**src/rtl/mc_ctrl.sv**
```systemverilog
// Multi-cycle MIPS control FSM: sequences fetch/decode/execute/memory/writeback and
// drives the datapath mux selects, ALU op and write enables from the latched op/funct.
module mc_ctrl #(
  parameter int unsigned WAIT_LIMIT = 0,
  parameter int unsigned WAIT_W     = 8
) (
  input  logic       clk,
  input  logic       reset_n,
  input  logic [5:0] op,
  input  logic [5:0] funct,
  input  logic       zero,
  input  logic       mem_ready,
  output logic       mem_req,
  output logic       mem_we,
  output logic       iord,
  output logic       ir_wr,
  output logic       pc_wr,
  output logic [1:0] pc_src,
  output logic       reg_wr,
  output logic [1:0] reg_dst,
  output logic [1:0] mem_to_reg,
  output logic [1:0] alu_src_a,
  output logic [1:0] alu_src_b,
  output logic [1:0] ext_op,
  output logic [1:0] alu_op,
  output logic       err,
  output logic [3:0] state
);

  typedef enum logic [3:0] {
    StFetch  = 4'd0,
    StDecode = 4'd1,
    StExeR   = 4'd2,
    StWbR    = 4'd3,
    StExeOri = 4'd4,
    StExeLui = 4'd5,
    StWbI    = 4'd6,
    StMemAdr = 4'd7,
    StMemRd  = 4'd8,
    StMemWb  = 4'd9,
    StMemWr  = 4'd10,
    StBranch = 4'd11,
    StJump   = 4'd12,
    StJr     = 4'd13
  } state_e;

  localparam logic [5:0] OpRtype = 6'h00;
  localparam logic [5:0] OpJ     = 6'h02;
  localparam logic [5:0] OpJal   = 6'h03;
  localparam logic [5:0] OpBeq   = 6'h04;
  localparam logic [5:0] OpOri   = 6'h0d;
  localparam logic [5:0] OpLui   = 6'h0f;
  localparam logic [5:0] OpLw    = 6'h23;
  localparam logic [5:0] OpSw    = 6'h2b;
  localparam logic [5:0] FnJr    = 6'h08;
  localparam logic [5:0] FnAddu  = 6'h21;
  localparam logic [5:0] FnSubu  = 6'h23;

  localparam logic [WAIT_W-1:0] Limit = WAIT_W'(WAIT_LIMIT);

  state_e            state_q, state_d;
  logic [WAIT_W-1:0] cnt_q, cnt_d, cnt_inc;
  logic              err_q, err_d;
  logic              req_state, stall, timeout;

  assign req_state = (state_q == StFetch) || (state_q == StMemRd) || (state_q == StMemWr);
  assign stall     = req_state && !mem_ready;
  // Saturate so an unlimited wait never wraps back through zero.
  assign cnt_inc   = (cnt_q == '1) ? cnt_q : cnt_q + WAIT_W'(1);
  assign timeout   = (WAIT_LIMIT != 0) && stall && (cnt_inc == Limit);

  always_ff @(posedge clk or negedge reset_n) begin
    if (!reset_n) begin
      state_q <= StFetch;
      cnt_q   <= '0;
      err_q   <= 1'b0;
    end else begin
      state_q <= state_d;
      cnt_q   <= cnt_d;
      err_q   <= err_d;
    end
  end

  always_comb begin
    state_d = state_q;
    err_d   = err_q | timeout;
    case (state_q)
      StFetch:  if (mem_ready) state_d = StDecode;
      StDecode: begin
        state_d = StFetch;
        case (op)
          OpRtype: begin
            if (funct == FnAddu || funct == FnSubu) state_d = StExeR;
            else if (funct == FnJr)                 state_d = StJr;
          end
          OpOri:      state_d = StExeOri;
          OpLui:      state_d = StExeLui;
          OpLw, OpSw: state_d = StMemAdr;
          OpBeq:      state_d = StBranch;
          OpJ, OpJal: state_d = StJump;
          default:    state_d = StFetch;
        endcase
      end
      StExeR:   state_d = StWbR;
      StExeOri: state_d = StWbI;
      StExeLui: state_d = StWbI;
      StMemAdr: state_d = (op == OpSw) ? StMemWr : StMemRd;
      StMemRd:  if (mem_ready) state_d = StMemWb;
      StMemWr:  if (mem_ready) state_d = StFetch;
      default:  state_d = StFetch;
    endcase
    if (timeout) state_d = StFetch;
  end

  always_comb begin
    cnt_d = cnt_q;
    if (timeout || state_d != state_q) cnt_d = '0;
    else if (stall)                     cnt_d = cnt_inc;
  end

  always_comb begin
    mem_req    = 1'b0;
    mem_we     = 1'b0;
    iord       = 1'b0;
    ir_wr      = 1'b0;
    pc_wr      = 1'b0;
    pc_src     = 2'b00;
    reg_wr     = 1'b0;
    reg_dst    = 2'b00;
    mem_to_reg = 2'b00;
    alu_src_a  = 2'b00;
    alu_src_b  = 2'b00;
    ext_op     = 2'b00;
    alu_op     = 2'b00;
    case (state_q)
      StFetch: begin
        mem_req   = 1'b1;
        alu_src_b = 2'b01;
        ir_wr     = mem_ready;
        pc_wr     = mem_ready;
      end
      StDecode: alu_src_b = 2'b11;
      StExeR: begin
        alu_src_a = 2'b01;
        alu_op    = (funct == FnSubu) ? 2'b01 : 2'b00;
      end
      StWbR: begin
        reg_wr  = 1'b1;
        reg_dst = 2'b01;
      end
      StExeOri: begin
        alu_src_a = 2'b01;
        alu_src_b = 2'b10;
        alu_op    = 2'b10;
      end
      StExeLui: begin
        alu_src_a = 2'b10;
        alu_src_b = 2'b10;
        ext_op    = 2'b10;
      end
      StWbI: reg_wr = 1'b1;
      StMemAdr: begin
        alu_src_a = 2'b01;
        alu_src_b = 2'b10;
        ext_op    = 2'b01;
      end
      StMemRd: begin
        mem_req = 1'b1;
        iord    = 1'b1;
      end
      StMemWb: begin
        reg_wr     = 1'b1;
        mem_to_reg = 2'b01;
      end
      StMemWr: begin
        mem_req = 1'b1;
        mem_we  = 1'b1;
        iord    = 1'b1;
      end
      StBranch: begin
        alu_src_a = 2'b01;
        alu_op    = 2'b01;
        pc_src    = 2'b01;
        pc_wr     = zero;
      end
      StJump: begin
        pc_wr  = 1'b1;
        pc_src = 2'b10;
        if (op == OpJal) begin
          reg_wr     = 1'b1;
          reg_dst    = 2'b10;
          mem_to_reg = 2'b10;
        end
      end
      StJr: begin
        pc_wr  = 1'b1;
        pc_src = 2'b11;
      end
      default: ;
    endcase
    // State is already FETCH in reset; suppress its request and any writes.
    if (!reset_n) begin
      mem_req = 1'b0;
      mem_we  = 1'b0;
      ir_wr   = 1'b0;
      pc_wr   = 1'b0;
      reg_wr  = 1'b0;
    end
  end

  assign err   = err_q;
  assign state = state_q;

endmodule

```
**config.mk**
```make
export PLATFORM = sky130hd
export DESIGN_NAME = mc_ctrl
export DESIGN_NICKNAME = d
export VERILOG_FILES = /design/src/rtl/mc_ctrl.sv
export SDC_FILE = /design/constraint.sdc
export NUM_CORES = 1
export LEC_CHECK = 0
export ABC_AREA = 1
export CORE_MARGIN = 8
export CORE_UTILIZATION = 36
export CTS_CLUSTER_SIZE = 25
export DETAILED_ROUTE_END_ITERATION = 10
export PLACE_DENSITY_LB_ADDON = 0.3
export SLEW_MARGIN = 10
export SYNTH_ARGS = -nofsm -noshare
export SYNTH_HDL_FRONTEND = slang
export SYNTH_SLANG_ARGS = --single-unit
```
**constraint.sdc**
```tcl
create_clock -name clk -period 1.3 [get_ports clk]
set_input_delay 0.13 -clock clk [delete_from_list [all_inputs] [get_ports clk]]
set_output_delay 0.13 -clock clk [all_outputs]
set_load 0.005 [all_outputs]
```
==> run summary, run 1 <==
Largest family of logic cells by synthesized area: simple AND/OR/NAND/NOR gates
Simple-gate share of the synthesized area: 0.622
Clock sinks: 4
I/O pin count: 41
Seq/Total Area, Yosys: 0.152
Post-Synth XOR/XNOR Area: 0
Compound-gate portion of the synthesized area: 0.0608
CTS root buffer: clkbuf_4
Synth unique cells: 21
# hold bufs at CTS: 0
Mapped Area: 658 um2
Post-CTS Setup Bufs: 32
Halt Reason: [ERROR DPL-0033] detailed placement checks failed during check placement.
Port buffer count: 39
YS warnings: 0
Detailed placement HPWL: 2140 um
Maximum clock path buffer count: 2
Adder-Cell Fraction of Synth Area: 0
Yosys top cell by area: dfrtp_1
Placed Area: 1290 um2
Mean Syn Cell Area: 5.48 um2
Post-synthesis cell count: 120
Die Ht: 58.8 um
Placer's final routability congestion estimate: 0.890
Synth top area cells: dfrtp_1 15%, nand2_1 14%, nor2_1 14%
Syn_nets: 136
Synth top area share: 0.152
# placed instances: 212
Yosys reg bits: 4
Initial Util: 0.381
Failed at: clock tree synthesis (4_1_cts)
H-tree Lvls: 1
PostCTS Resize Cnt: 155
Cts bufs inserted: 3
Mux contribution to synthesized area: 0
Outcome: stopped before the end
Rows: 15
Chip width: 58.8 um
==> synthesized netlist by cell type <==
library cell / count
o21ai_1: 1
nand2_2: 2
o21a_1: 1
o21ai_0: 3
dfrtp_1: 4
inv_2: 7
nand4_1: 3
nor2_1: 24
nand2_1: 25
conb_1: 1
nand3_2: 1
buf_4: 4
a31oi_1: 2
inv_1: 13
nor2_2: 11
nor4_1: 1
nor3_1: 2
nor3b_1: 1
nand3b_1: 1
nand3_1: 10
nor2_4: 3
==> per-stage QoR <==
step            util  TNS [ps]  setup slack, ps  hold WS (ps)
3_5_place_dp   0.747     -7140             -558           444
3_3_place_gp   0.747     -6520             -514           431
2_1_floorplan      -         0              125          -166
==> cells by family after synthesis <==
logic type / count (synthesis)
compound gates: 7
other cells: 1
buf+inv: 24
simple gates: 84
flops: 4
==> inputs of run 2 (changes only) <==
- CORE_AREA: not set -> 8 8 69 71
- CORE_MARGIN: 8 -> not set
- CORE_UTILIZATION: 36 -> not set
- CTS_CLUSTER_SIZE: 25 -> not set
- DIE_AREA: not set -> 0 0 77 79
- PLACE_DENSITY_LB_ADDON: 0.3 -> 0.15
==> run 2 against run 1 <==
  * The flow now finishes, with violations (negative setup slack)
  * Synthesized cell count did not move
  * Synthesized area did not move
==> run summary, run 2 <==
CP Max Fanout: 4
Vias in the first global route: 1179
Hold Crit Class: primary input to async pin
CTS root buffer: clkbuf_8 (was clkbuf_4)
Antenna diode instance count: 0
Crit path required time: 1170 ps
GR Util All Layers: 0.104
Gr ovfl total: 0
Drt drc: 0
Yosys reg bits: 4 (unchanged)
Commonest non-fill, non-tap cell in the layout: buf_4
Share of cells above drive strength 1: 0.590
WL final: 3320 um
Outcome: finished, violations left (was stopped before the end)
Initial Util: 0.173 (was 0.381)
Post-synth EDFFs: 0 (unchanged)
Mean Syn Cell Area: 5.48 um2 (unchanged)
Clock sinks: 4 (unchanged)
Routed len/inst: 12.4 um
Total Power: 3270 uW
Maximum clock path buffer count: 2 (unchanged)
Highest Clock Rate: 631 MHz
Synth top area share: 0.152 (unchanged)
Lkg Pwr: 0.000883 uW
YS warnings: 0 (unchanged)
Antenna violations before repair: 0
Largest net degree at the start of global routing: 6
Multi-input logic area: 592 um2
Placer's final routability congestion estimate: 0.762 (was 0.890)
Vias: 1102
Asr flop ratio synth: 1.00 (unchanged)
Final Cycle Share: 1.22
Seq/Total Area, Yosys: 0.152 (unchanged)
Max reg flops: 4
First-pass GRT wire length: 5220 um
Commonest non-fill, non-tap cells in the layout: 35 x buf_4, 29 x buf_6, 21 x nand2_1
Detailed placement HPWL: 2320 um (was 2140 um)
Critical path class: flip-flop to output pin
Post-synthesis cell count: 120 (unchanged)
Fill count: 368
Syn_nets: 136 (unchanged)
CTS tree: done
Vias per cell: 4.13
Worst hold slack: 218 ps
List of most frequent post-synthesis cells: 25 x nand2_1, 24 x nor2_1, 13 x inv_1, 11 x nor2_2, 10 x nand3_1 (unchanged)
Reg clk slew, reported paths: 30 ps
DP Worst Slack: -570 ps (was -558 ps)
Slew Viols, Final: 0
Peak supply drop: 0.703 mV
Clock Latency Late Sink: 220 ps
Final worst path period need: 1580 ps
Cts bufs inserted: 3 (unchanged)
Arr. time, crit path: 1450 ps
Prevailing post-synth register cell: dfrtp_1 (unchanged)
Rows: 23 (was 15)
Final setup fails: 23
Power Density: 1860 nW/um2
Chip width: 77 um (was 58.8 um)
Setup crit end kind: output pin
Yosys top cell by area: dfrtp_1 (unchanged)
Post-route setup TNS: -3640 ps
I/O pin count: 41 (unchanged)
Area Overhead vs Synth: 167%
Final net count: 235
Failing checks: negative setup slack
Seq. cell area: 105 um2
Worst setup SP type: flip-flop
Max Cap Viol: 0
Die area: 6080 um2
Die Ht: 79 um (was 58.8 um)
Hold Violations, Final: 0
Violation count after the first detailed-routing iteration: 62
H-tree Lvls: 1 (unchanged)
RSZ-0062 raised after global routing: yes
Clock Skews: 4.21 ps
First-pass iteration count of the detailed router: 4
Count leader, synth: nand2_1 (unchanged)
Port buffer count: 39 (unchanged)
Mapped Area: 658 um2 (unchanged)
Synth unique cells: 21 (unchanged)
Core Box Area: 3800 um2
Final worst slack: -284 ps
Synth top area cells: dfrtp_1 15%, nand2_1 14%, nor2_1 14% (unchanged)
Post-route ant nets: 0
[run 2: cell counts after synthesis]
Identical to the previous run, type by type.
[run 2: final timing paths]
kind | from | end | slack [ps] | depth (start not counted)
worst min register to register | state[1] | state[2] | 740 | 4
worst max-delay path | state[2] | pc_wr | -280 | 6
worst min-delay path | reset_n | state[3] | 220 | 2
min in group clk | op[0] | state[1] | 720 | 6
worst max register to register | state[2] | state[3] | -140 | 10
max in group asynchronous | reset_n | state[1] | 960 | 2
[run 2: worst max-delay path, stage by stage (launching register included)]
cell and delay [ps]:
dfrtp_2 460, buf_12 160, nor2_4 130, buf_6 110, nand4_1 60, a31oi_1 170, buf_2 140
[run 2: cell type report]
cell class / count / share of cell area
timing repair buffer: 98 / 0.491
multi-input combinational: 92 / 0.337
sequential: 4 / 0.0598
inverter: 20 / 0.0527
tap: 50 / 0.0356
clock buffer: 3 / 0.0235
[run 2: where the power goes]
group	leakage (uW)	switching (uW)	total (uW)	internal [uW]
sequential	0.0000470	93.9	282	189
clock	0.0000216	62.0	259	197
combinational	0.000814	1260	2730	1480
[run 2: routing by layer]
layer,track usage,wire length [um]
met5,0,0
met4,0.0264,24
met3,0.0350,151
met2,0.200,1780
met1,0.106,1370
[run 2: repair_timing]
| action | CTS | global route |
|---|---|---|
| pin swaps | 21 | 19 |
| resized for setup | 132 | 35 |
| endpoints found under the setup margin | 27 | 25 |
| hold buffers | 0 | 0 |
| setup buffers | 24 | 10 |
[run 2: stage by stage]
| step | instance area (um2) | cells | util |
|---|---|---|---|
| 6_report | 1760 | 267 | 0.462 |
| 5_1_grt | 1760 | 267 | 0.462 |
| 4_1_cts | 1650 | 260 | 0.435 |
| 3_5_place_dp | 1310 | 236 | 0.346 |
| 3_3_place_gp | 1310 | 236 | 0.346 |
| 2_1_floorplan | 658 | 120 | - |
[run 2: cell families after synthesis]
| kind of cell | synth area share |
|---|---|
| simple gates | 0.622 |
| other cells | 0.00570 |
| buf+inv | 0.160 |
| flops | 0.152 |
| compound gates | 0.0608 |
Note: power is estimated with default switching activity, not from simulation.
